### config.mk
export PLATFORM = sky130hd
export DESIGN_NAME = cpu_seq_flat
export DESIGN_NICKNAME = d
export VERILOG_FILES = /design/src/rtl/cpu_seq_if.sv /design/src/rtl/cpu_seq.sv /design/src/flat_wrapper.sv
export SDC_FILE = /design/constraint.sdc
export NUM_CORES = 1
export LEC_CHECK = 0
export ABC_AREA = 1
export CORE_MARGIN = 4
export CORE_UTILIZATION = 46
export DETAILED_ROUTE_END_ITERATION = 7
export PLACE_DENSITY = 0.82
export SYNTH_ARGS = -nofsm -noshare
export SYNTH_HDL_FRONTEND = slang
export SYNTH_SLANG_ARGS = --single-unit
### constraint.sdc
create_clock -name clk -period 3.6 [get_ports clk]
set_clock_uncertainty 0.15 [all_clocks]
set_input_delay 0.36 -clock clk [delete_from_list [all_inputs] [get_ports clk]]
set_output_delay 0.36 -clock clk [all_outputs]
set_load 0.02 [all_outputs]
### src/rtl/cpu_seq_if.sv
// -----------------------------------------------------------------------------
// cpu_seq_if -- shared memory-port handshake between the dCPU sequencer and
// the memory / bus arbiter.
//
// Signals:
//   mem_req  sequencer -> memory  access request
//   mem_sel  sequencer -> memory  0 = instruction fetch, 1 = data access
//   mem_we   sequencer -> memory  data write (store)
//   mem_ack  memory -> sequencer  access complete (pulse or level)
//
// Modports:
//   master  the sequencer side (drives req/sel/we, samples ack)
//   slave   the memory side    (samples req/sel/we, drives ack)
// -----------------------------------------------------------------------------
interface cpu_seq_if;
    logic mem_req;
    logic mem_sel;
    logic mem_we;
    logic mem_ack;

    modport master (output mem_req, output mem_sel, output mem_we, input mem_ack);
    modport slave  (input mem_req, input mem_sel, input mem_we, output mem_ack);
endinterface

### src/rtl/cpu_seq.sv
// -----------------------------------------------------------------------------
// cpu_seq -- multi-cycle control sequencer for the dCPU core.
//
// Steps the datapath through FETCH / DECODE / EXEC / MEM / WB and shares one
// memory port between instruction fetch and data access. A wait counter
// bounds each memory access; an access not acknowledged within MAX_WAIT
// cycles parks the sequencer in ERR until reset.
//
// Parameters:
//   OP_LD, OP_ST, OP_HALT  opcodes (ins[31:26]) of load, store and halt
//   MAX_WAIT               cycles allowed per memory access, 0 = unbounded
//
// Ports:
//   clk      in   rising-edge clock
//   rstd     in   asynchronous reset, active-high
//   run      in   start / continue execution
//   ins_op   in   opcode from IR, valid from DECODE onward
//   bus      if   memory handshake (cpu_seq_if.master)
//   ir_we    out  load instruction register
//   pc_we    out  update PC to nextpc
//   rf_we    out  register-file write
//   state    out  current state encoding
//   busy     out  state is one of FETCH..WB
//   halted   out  in HALT
//   err      out  in ERR (memory timeout)
//   instret  out  retired-instruction counter  (only with CPU_SEQ_PERF_EN)
//   cycles   out  busy-cycle counter           (only with CPU_SEQ_PERF_EN)
//
// Optional feature: define CPU_SEQ_PERF_EN to add the instret / cycles
// performance counters. Without it those ports and counters do not exist.
// -----------------------------------------------------------------------------
module cpu_seq #(
    parameter logic [5:0] OP_LD    = 6'd16,
    parameter logic [5:0] OP_ST    = 6'd24,
    parameter logic [5:0] OP_HALT  = 6'd63,
    parameter int         MAX_WAIT = 16
) (
    input  logic        clk,
    input  logic        rstd,
    input  logic        run,
    input  logic [5:0]  ins_op,
    cpu_seq_if.master   bus,
    output logic        ir_we,
    output logic        pc_we,
    output logic        rf_we,
    output logic [2:0]  state,
    output logic        busy,
    output logic        halted,
    output logic        err
`ifdef CPU_SEQ_PERF_EN
    ,
    output logic [31:0] instret,
    output logic [31:0] cycles
`endif
);

    localparam logic [2:0] IDLE   = 3'd0;
    localparam logic [2:0] FETCH  = 3'd1;
    localparam logic [2:0] DECODE = 3'd2;
    localparam logic [2:0] EXEC   = 3'd3;
    localparam logic [2:0] MEM    = 3'd4;
    localparam logic [2:0] WB     = 3'd5;
    localparam logic [2:0] HALT   = 3'd6;
    localparam logic [2:0] ERR    = 3'd7;

    localparam int WAIT_W = (MAX_WAIT < 1) ? 1 : $clog2(MAX_WAIT + 1);
    // Counter value seen in the last cycle an ack is still accepted: the
    // counter reads 0 in the first access cycle, so cycle MAX_WAIT reads
    // MAX_WAIT-1.
    localparam logic [WAIT_W-1:0] LAST_WAIT =
        (MAX_WAIT == 0) ? '0 : WAIT_W'(MAX_WAIT - 1);

    logic [WAIT_W-1:0] wait_cnt;
    logic [2:0]        next_state;
    logic              ack;
    logic              in_access;
    logic              is_ld;
    logic              is_st;
    logic              timeout;

    assign ack       = bus.mem_ack;
    assign in_access = (state == FETCH) || (state == MEM);
    assign is_ld     = (ins_op == OP_LD);
    assign is_st     = (ins_op == OP_ST);
    // Only meaningful while in_access; an ack in the same cycle takes priority.
    assign timeout   = (MAX_WAIT != 0) && (wait_cnt == LAST_WAIT);

    always_comb begin
        // NOTE: every always_comb output gets a default first so no path
        // leaves it unassigned, which would otherwise infer a latch.
        next_state = state;
        case (state)
            IDLE:    if (run) next_state = FETCH;
            FETCH: begin
                if (ack)          next_state = DECODE;
                else if (timeout) next_state = ERR;
            end
            DECODE:  next_state = (ins_op == OP_HALT) ? HALT : EXEC;
            EXEC:    next_state = (is_ld || is_st) ? MEM : WB;
            MEM: begin
                if (ack)          next_state = is_st ? (run ? FETCH : IDLE) : WB;
                else if (timeout) next_state = ERR;
            end
            WB:      next_state = run ? FETCH : IDLE;
            HALT:    next_state = HALT;
            ERR:     next_state = ERR;
            default: next_state = IDLE;
        endcase
    end

    // NOTE: clocked state uses non-blocking assignments so every register
    // samples the pre-edge values, independent of statement order.
    always_ff @(posedge clk or posedge rstd) begin
        if (rstd) state <= IDLE;
        else      state <= next_state;
    end

    // Counts unacknowledged cycles of the current access; any exit from the
    // access (ack or timeout) and every non-access state leave it at zero,
    // so each FETCH/MEM stint starts counting from zero.
    always_ff @(posedge clk or posedge rstd) begin
        if (rstd)
            wait_cnt <= '0;
        else if (in_access && !ack && !timeout && (MAX_WAIT != 0))
            wait_cnt <= wait_cnt + 1'b1;
        else
            wait_cnt <= '0;
    end

    // Outputs decode from state alone, except the ack-qualified strobes;
    // reset forces state to IDLE asynchronously, so everything drops at once.
    always_comb begin
        bus.mem_req = in_access;
        bus.mem_sel = (state == MEM);
        bus.mem_we  = (state == MEM) && is_st;
        ir_we       = (state == FETCH) && ack;
        rf_we       = (state == WB);
        pc_we       = (state == WB) || ((state == MEM) && is_st && ack);
        busy        = (state >= FETCH) && (state <= WB);
        halted      = (state == HALT);
        err         = (state == ERR);
    end

`ifdef CPU_SEQ_PERF_EN
    always_ff @(posedge clk or posedge rstd) begin
        if (rstd) begin
            instret <= '0;
            cycles  <= '0;
        end else begin
            instret <= instret + {31'd0, pc_we};
            cycles  <= cycles + {31'd0, busy};
        end
    end
`endif

endmodule

### src/flat_wrapper.sv
// flat-port wrapper written by rule: the top's interface ports become plain ports
module cpu_seq_flat 
#(
    parameter logic [5:0] OP_LD    = 6'd16,
    parameter logic [5:0] OP_ST    = 6'd24,
    parameter logic [5:0] OP_HALT  = 6'd63,
    parameter int         MAX_WAIT = 16
)
  (clk, rstd, run, ins_op, ir_we, pc_we, rf_we, state, busy, halted, err, bus_mem_req, bus_mem_sel, bus_mem_we, bus_mem_ack);
  cpu_seq_if bus_i ();
  input  logic clk;
  input  logic rstd;
  input  logic run;
  input  logic [5:0] ins_op;
  output logic ir_we;
  output logic pc_we;
  output logic rf_we;
  output logic [2:0] state;
  output logic busy;
  output logic halted;
  output logic err;
  output wire logic [$bits(bus_i.mem_req)-1:0] bus_mem_req;
  output wire logic [$bits(bus_i.mem_sel)-1:0] bus_mem_sel;
  output wire logic [$bits(bus_i.mem_we)-1:0] bus_mem_we;
  input wire logic [$bits(bus_i.mem_ack)-1:0] bus_mem_ack;
  assign bus_mem_req = bus_i.mem_req;
  assign bus_mem_sel = bus_i.mem_sel;
  assign bus_mem_we = bus_i.mem_we;
  assign bus_i.mem_ack = bus_mem_ack;
  cpu_seq #(.OP_LD(OP_LD), .OP_ST(OP_ST), .OP_HALT(OP_HALT), .MAX_WAIT(MAX_WAIT)) u_core (.clk(clk), .rstd(rstd), .run(run), .ins_op(ins_op), .bus(bus_i), .ir_we(ir_we), .pc_we(pc_we), .rf_we(rf_we), .state(state), .busy(busy), .halted(halted), .err(err));
endmodule
==> results of run 1 <==
final timing paths:
path,from,cells after the start,to,slack [ns]
worst max-delay path,ins_op[4],8,bus_mem_we,1.11
max in group asynchronous,rstd,2,u_core.state[2]$_DFFE_PP0P_,2.87
worst min register to register,u_core.wait_cnt[0]$_DFF_PP0_,1,u_core.wait_cnt[0]$_DFF_PP0_,0.32
min in group clk,u_core.wait_cnt[0]$_DFF_PP0_,1,u_core.wait_cnt[0]$_DFF_PP0_,0.32
worst min-delay path,rstd,2,u_core.wait_cnt[3]$_DFF_PP0_,0.20
worst max register to register,u_core.wait_cnt[0]$_DFF_PP0_,7,u_core.wait_cnt[2]$_DFF_PP0_,2.01
critical path, stage by stage:
cell             delay (ns)
clkdlybuf4s50_1        0.48
inv_1                  0.04
nor2_1                 0.11
nand2_1                0.06
nor2_1                 0.16
inv_1                  0.08
nor2_1                 0.08
clkdlybuf4s50_1        0.61
power groups by stage:
stage	combinational [mW]	clock [mW]	sequential, mW
2_1_floorplan	0.0127	0	0.0931
3_3_place_gp	0.0279	0	0.0936
3_5_place_dp	0.0281	0	0.0936
4_1_cts	0.0283	0.0691	0.0921
5_1_grt	0.0309	0.0768	0.0923
6_report	0.0282	0.0660	0.0922
synth_stat cells:
| library cell | instances |
|---|---|
| a21boi_0 | 1 |
| a21oi_1 | 1 |
| a21oi_2 | 1 |
| a31o_1 | 1 |
| and3_1 | 1 |
| buf_2 | 1 |
| buf_4 | 1 |
| dfrtp_1 | 8 |
| ha_1 | 2 |
| inv_1 | 13 |
| inv_2 | 3 |
| nand2_1 | 17 |
| nand2_2 | 1 |
| nand2_4 | 1 |
| nand3_1 | 8 |
| nand3_4 | 2 |
| nand4_1 | 1 |
| nor2_1 | 18 |
| nor2_2 | 1 |
| nor2_4 | 1 |
| nor3b_2 | 1 |
| o2111ai_1 | 1 |
| o211ai_1 | 1 |
| o21ai_1 | 1 |
| xor2_1 | 1 |
routing by layer:
metal	up-vias	routed length [um]
li1	325	-
met1	281	620
met2	26	625
met3	2	87
met4	0	8
met5	-	0
final cells by class:
cell class                      instances  area [um^2]
Clock buffer                            3        22.52
Sequential cell                         8        200.2
Tap cell                               15        18.77
Timing Repair Buffer                   21        210.2
Fill cell                             119        421.7
Inverter                               16        60.06
Multi-Input combinational cell         62        351.6
cells by family (layout without fill, tap and decap cells):
group	Yosys count	in the layout	synth area share
simple gates	52	52	0.4269
buf+inv	18	40	0.1162
flops	8	8	0.3206
compound gates	7	7	0.08217
fa+ha+maj	2	2	0.04007
xor+xnor	1	1	0.01403
per-stage QoR:
stage	std cells	area (um^2)
detailed placement	122	840.8
global placement	122	840.8
floorplan	88	624.3
finish	125	863.3
CTS	125	863.3
global route	125	863.3
registers in the layout, indices dropped and copies added, names as in the netlist:
signal           flops
u_core.state         3
u_core.wait_cnt      5
==> metrics, run 1 <==
status=finished, final reports clean; die width=approximately 45 um; grt met1 use=0.2050; vias post-DR=between 600 and 700; post-synthesis cell count=88; post-cts sizing count=0; worst-path fanout max=3; clk sinks=8; antenna violations before repair=0; CTS tree=built; clock network power share=0.354; max-slew violation count=0; synth unique cells=25; Clock transition at path regs=roughly 0.05 ns; CTS buffer count=3; Hold Buf Count CTS=0; vias in the first global route=between 500 and 600; final hold viol count=0; register area share after synthesis=0.3206; Ys Warns=0; postcts setup bufs=0; synthesized area per cell=about 7 um^2; commonest non-fill, non-tap cell in the layout=clkdlybuf4s50_1; initial DRC count=17; Fin Setup TNS=0 ns; initial core utilization=0.4859; top cells by area, synth=dfrtp_1 (32%), nor2_1 (11%), nand2_1 (10%); most frequent cells in the layout=clkdlybuf4s50_1 (21), nor2_1 (18), nand2_1 (17); Area Overhead vs Synth=38.28%; Comb power frac=0.151; worst relative slew slack=0.7188; Clock Latency Late Sink=~0.25 ns; Synth top area share=0.3206; Yosys top cell by area=dfrtp_1; root buffer cell=clkbuf_4; Tcrit/Tclk final=0.6930; count of input and output buffers=21; power per cell area=approximately 220 nW/um^2; Die H=roughly 45 um; Vias/cell=~5.1; IR drop worst, VDD=0.0002050 V; Hold WS=between 0.15 and 0.2 ns; core area=roughly 1300 um^2; crit end category=primary output; GRT overflow=0; layout cells sized above 1=0.1273; post-synthesis cell area=roughly 620 um^2; P_sw=around 43 uW; Setup Viol. Count Final=0; global-route wire length before repair=about 2300 um; full die area=a little over 2000 um^2; setup ws final=approximately 1.1 ns; crit path launch type=input port; Final min period=2.495 ns; num rows=13; Remaining DRCs=0; Req. time, crit path=~3 ns; number of max-cap violations=0; gp weighted congestion=around 0.75; # IOs=22; M3 GR Usage=0.05976; Pre-antenna DRT Iters=4; Max H-tree Level=1; fmax=around 400 MHz; Internal=143.0 uW; static leakage=slightly below 0.4 nW; Hold WC Path Type=in2async; CP arrival=about 2 ns; Yosys reg bits=8; met2 usage=0.2407; worst-case clock buffer depth=2; Post-Syn Nets=100; part of the power in registers=0.495; Post-Place Setup Slack=1.121 ns; critical path type=in2out; antenna viol nets, final=0; Final Power=between 150 and 200 uW; Least-Margin Pin Slew=about 0.42 ns; GRT Overall Usage=0.1592; WL final=around 1300 um; Layout Utilization=0.6719; nets=about 120; GR peak layer=met2; post-DP HPWL=between 1000 and 1500 um; WL/cell=about 11 um; Net Sw Frac=0.2327; largest net degree at the start of global routing=10; RSZ-0062 raised after global routing=false; Antenna diodes=0
Power figures use the tool's default switching activity.
==> inputs of run 2 (changes only) <==
--- a/config.mk
+++ b/config.mk
@@ -7,9 +7,9 @@
 export LEC_CHECK = 0
 export ABC_AREA = 1
 export CORE_MARGIN = 4
-export CORE_UTILIZATION = 46
+export CORE_UTILIZATION = 43
 export DETAILED_ROUTE_END_ITERATION = 7
-export PLACE_DENSITY = 0.82
+export PLACE_DENSITY = 0.77
 export SYNTH_ARGS = -nofsm -noshare
 export SYNTH_HDL_FRONTEND = slang
 export SYNTH_SLANG_ARGS = --single-unit
==> constraint.sdc (replaced) <==
create_clock -name clk -period 2.4 [get_ports clk]
set_clock_uncertainty 0.15 [all_clocks]
set_input_delay 0.24 -clock clk [delete_from_list [all_inputs] [get_ports clk]]
set_output_delay 0.24 -clock clk [all_outputs]
set_load 0.02 [all_outputs]
==> metrics, run 2 (synthesis gave the netlist of run 1 again) <==
status=finished, final reports clean; crit end category=primary output; Tcrit/Tclk final=0.9356; biggest regs=u_core.wait_cnt x5, u_core.state x3; WP buf/inv=4 (unchanged); full die area=2126 um^2 (+5.7%); initial core utilization=0.4681 (-0.01778); static leakage=0.3898 nW (+1.2%); core area=1334 um^2 (+3.8%); max-slew violation count=0 (unchanged); initial DRC count=15 (-2); Hold Buf Count CTS=0 (unchanged); Final min period=2.246 ns; worst-path fanout max=3 (unchanged); Clock transition at path regs=0.06 ns (about the same); Setup Viol. Count Final=0 (unchanged); Max H-tree Level=1 (unchanged); post-DP HPWL=1140 um (+3.6%); Reg2Reg Depth=7 (unchanged); Req. time, crit path=2.01 ns (-1.08 ns); IR drop worst, VDD=0.0003814 V (+86%); setup slack, reg-to-reg=0.84 ns (-1.17 ns); Area Overhead vs Synth=39.48%; power per cell area=323.7 nW/um^2 (+50%); most used cell, CP=nor2_1; CTS buffer count=3 (unchanged); Largest register FFs=5 (unchanged); vias post-DR=614 (-3.2%); Clock Latency Late Sink=0.25 ns (about the same); Vias/cell=4.873 (-3.9%); nets=125 (+0.81%); worst r2r src=u_core.wait_cnt[0]$_DFF_PP0_; RSZ-0062 raised after global routing=false; num rows=13 (unchanged); worst relative slew slack=0.7192 (about the same); final hold viol count=0 (unchanged); critical path type=in2out; Fin Setup TNS=0 ns (unchanged); Hold WC Path Type=in2async; GRT overflow=0 (unchanged); largest net degree at the start of global routing=10 (unchanged); Slowest cell on crit path=clkdlybuf4s50_1; Antenna diodes=0 (unchanged); fill cell count=122 (+2.5%); Die H=46.11 um (+2.8%); gp weighted congestion=0.8133 (+8.1%); WL/cell=11.00 um (+2.5%); post-cts sizing count=0 (unchanged); GRT Overall Usage=0.1582 (-0.0009710); worst-case clock buffer depth=2 (unchanged); commonest non-fill, non-tap cell in the layout=clkdlybuf4s50_1; fmax=445.3 MHz; CTS tree=built; global-route wire length before repair=2415 um (+4.8%); die width=46.11 um (+2.8%); worst r2r dst=u_core.wait_cnt[2]$_DFF_PP0_; most frequent cells in the layout=clkdlybuf4s50_1 (21), nor2_1 (18), nand2_1 (17); antenna viol nets, final=0 (unchanged); Remaining DRCs=0 (unchanged); CP delay by family, top=buffers and inverters; vias in the first global route=575 (+2.7%); WL final=1386 um (+3.3%); # IOs=22 (unchanged); Least-Margin Pin Slew=0.4212 ns (-0.0005984 ns); CP cell instances=clkdlybuf4s50_1 -> inv_1 -> nor2_1 -> nand2_1 -> nor2_1 -> inv_1 -> nor2_1 -> clkdlybuf4s50_1; crit path launch type=input port; antenna violations before repair=0 (unchanged); Largest Register=u_core.wait_cnt; postcts setup bufs=0 (unchanged); Final Power=281.9 uW (+51%); CP max stage delay=0.61 ns (about the same); Pre-antenna DRT Iters=4 (unchanged); layout cells sized above 1=0.1351 (+0.007862); CP arrival=1.86 ns (-0.12 ns); number of max-cap violations=0 (unchanged); count of input and output buffers=21 (unchanged); clk sinks=8 (unchanged); root buffer cell=clkbuf_4
-- run 2: changes by cell type in the layout (fill, tap and decap cells not counted) --
| cell | before | now |
|---|---|---|
| buf_4 | 0 | 1 |
-- run 2: how the worst max path moves through the flow --
stage,slack (ns),depth (start not counted),end,start
final,0.15,8,bus_mem_we,ins_op[4]
after global routing,0.06,8,bus_mem_we,ins_op[4]
after CTS,0.15,8,bus_mem_we,ins_op[4]
after detailed placement,0.16,7,pc_we,ins_op[4]
after global placement,0.18,8,bus_mem_we,ins_op[4]
after floorplan,0.73,3,busy,u_core.state[2]$_DFFE_PP0P_
-- run 2: final cells by class --
class,instances,area (um^2),area share
multi-input cells,62,351.6,0.4037
inverters,16,60.06,0.06897
clock buffers,3,22.52,0.02586
well taps,15,18.77,0.02155
flip-flops and latches,8,200.2,0.2299
repair buffers,22,217.7,0.2500
-- run 2: power by group --
part	leakage [nW]	switching, mW	internal, mW	total, mW
clock	0.0138	0.0429	0.0570	0.0999
combinational	0.277	0.0212	0.0226	0.0437
sequential	0.0990	0.00232	0.136	0.138
-- run 2: layer usage --
| metal | wire length (um) | track usage | vias to the layer above | share of wire |
|---|---|---|---|---|
| met4 | 0 | 0.01705 | 0 | 0 |
| met5 | 0 | 0 | - | 0 |
| met1 | 741 | 0.2174 | 274 | 0.53 |
| met2 | 586 | 0.2445 | 16 | 0.42 |
| li1 | - | - | 324 | - |
| met3 | 59 | 0.05859 | 0 | 0.043 |
-- run 2: stage by stage --
stage	setup slack, ns	cells	hold slack [ns]	instance area (um^2)	util
after detailed placement	0.1636	123	0.3014	848.3	0.6360
final	0.1545	126	0.07488	870.8	0.6529
after global routing	0.05543	126	0.1049	870.8	0.6529
after floorplan	0.7322	88	-0.09434	624.3	-
after global placement	0.1764	123	0.2941	848.3	0.6360
after CTS	0.1479	126	0.07991	870.8	0.6529
==> RTL change (settings of run 1) <==
Put a register stage on the output `err`, with the module's reset. The value now appears one clock later. The other outputs are not delayed to match.
--- a/src/rtl/cpu_seq.sv
+++ b/src/rtl/cpu_seq.sv
@@ -70,6 +70,8 @@
     localparam logic [WAIT_W-1:0] LAST_WAIT =
         (MAX_WAIT == 0) ? '0 : WAIT_W'(MAX_WAIT - 1);
 
+    logic err_d;
+
     logic [WAIT_W-1:0] wait_cnt;
     logic [2:0]        next_state;
     logic              ack;
@@ -138,7 +140,7 @@
         pc_we       = (state == WB) || ((state == MEM) && is_st && ack);
         busy        = (state >= FETCH) && (state <= WB);
         halted      = (state == HALT);
-        err         = (state == ERR);
+        err_d       = (state == ERR);
     end
 
 `ifdef CPU_SEQ_PERF_EN
@@ -153,5 +155,13 @@
     end
 `endif
 
+    always_ff @(posedge clk or posedge rstd) begin
+        if (rstd) begin
+            err <= '0;
+        end else begin
+            err <= err_d;
+        end
+    end
+
 endmodule
 
Function: no difference found for any inputs over 10 cycles, from zero or initial values and one cycle with rstd high; that may be too few to reach the edited logic, so the function may still have changed.
==> RTL change against run 1 <==
  * Power increased by 12%
  * Critical path depth unchanged
  * Global-route usage increased by 0.58 points
  * Wire length increased by 9.1%
  * Area after synthesis increased by 4.0%
  * Utilization increased by 0.53 points
  * Non-clock buffer count unchanged
  * Sequential cell count increased by 1
  * Count of clock-buffer cells in the layout increased by 1
  * Register-to-register slack improved by 0.03 ns
  * Cell count increased by 1.6%
  * Maximum frequency decreased by 0.31%
  * Worst setup slack got worse by 0.0077 ns
  * Cell area increased by 3.3%
  * Critical endpoint unchanged
  * Highest routed layer unchanged
==> RTL change: results (changes against run 1) <==
The compound-cell area share of the yosys netlist came out at 0.0790 (-0.00317). The last weighted congestion value of the routability-driven placer is 0.783 (+4.1%). The endpoint identified for the worst register-to-register timing path is u_core.state[0].

The final hold slack came out at 0.195 ns (-0.00214 ns). The global routing met3 resource utilization came to 0.0791 (+0.0193). The detail-routed via count per cell is 4.95 (-2.4%). Relative to the synthesized area, the layout overhead comes to 37.4%. The global-route track usage on met1 was 0.204 (-0.00112). The per-cell routed wire length was 11.5 um (+7.4%). The length in cells of the worst reg-to-reg path came out at 8 (+1). The wire length the detailed router placed on met1 came out at 663 um (+6.9%). The number of clock-tree buffers in the layout came out at 4 (+1). The sequential cell area share came to 0.252 (+0.0206).

The worst slack after detailed placement is 1.11 ns (-0.00830 ns). The multi-input logic portion of the cell area is 0.394 (-0.0131). By area the synthesized netlist is led by dfrtp_1 35%, nor2_1 10%, nand2_1 9.8%. The instance count of the mapped netlist came out at 89 (+1.1%). The count of clock tree sinks came out at 9 (+1). By count the netlist is led by 18 x nor2_1, 17 x nand2_1, 13 x inv_1.

The ratio of total power to cell area is 234 mW/mm^2 (+8.6%). The post-detailed-placement half-perimeter wirelength came out at 1190 um (+8.2%). The largest registers in the layout are u_core.wait_cnt (5), u_core.state (3), u_core.err (1). The highest ir drop seen on vdd came out at 195 uV (-4.8%).

The static leakage came out at 0.000398 uW (+3.3%). The number of detailed-route iterations in the first pass is 2 (-2). The flow ran to the end, and the final reports show no timing, DRC or antenna violations. The length of routed met3 wiring came out at 66 um (-24%).

The starting DRC count in detailed routing came out at 4 (-13). The global-route wire length before repair is 2430 um (+5.4%). The part of the Yosys area used for sequential elements is 0.347 (+0.0262). The number of cells in the design after placement came out at 123 (+0.82%).

The all-layer global routing usage came out at 0.165 (+0.00584). The clock tree cell share of total cell area came out at 0.0295 (+0.00337). The global routing usage on met2 came to 0.251 (+0.0100). The register-to-register path setup slack came out at 2.04 ns (+0.03 ns).
-- RTL change: changes by cell type in the layout (fill, tap and decap cells not counted), sizes merged --
cell	delta
clkbuf	+1
dfrtp	+1
-- RTL change: power breakdown --
part           internal (uW)  leakage, uW  switching (uW)
Combinational           14.3     0.000272            14.2
Sequential               102     0.000111            1.67
Clock                   42.6    0.0000150            34.1
-- RTL change: worst max-delay path by stage --
| stage | startpoint | endpoint | slack [ns] | cells past startpoint |
|---|---|---|---|---|
| 3_3_place_gp | ins_op[4] | bus_mem_we | 1.14 | 8 |
| 4_1_cts | ins_op[4] | bus_mem_we | 1.10 | 8 |
| 2_1_floorplan | u_core.state[2] | busy | 1.81 | 3 |
| 6_report | ins_op[4] | bus_mem_we | 1.10 | 8 |
| 5_1_grt | ins_op[4] | bus_mem_we | 0.96 | 8 |
| 3_5_place_dp | ins_op[4] | bus_mem_we | 1.11 | 8 |
-- RTL change: critical path: cells and delay by family --
family	cells	cell delay (ns)
AND/OR/NAND/NOR	4	0.43
buffers and inverters	4	1.20
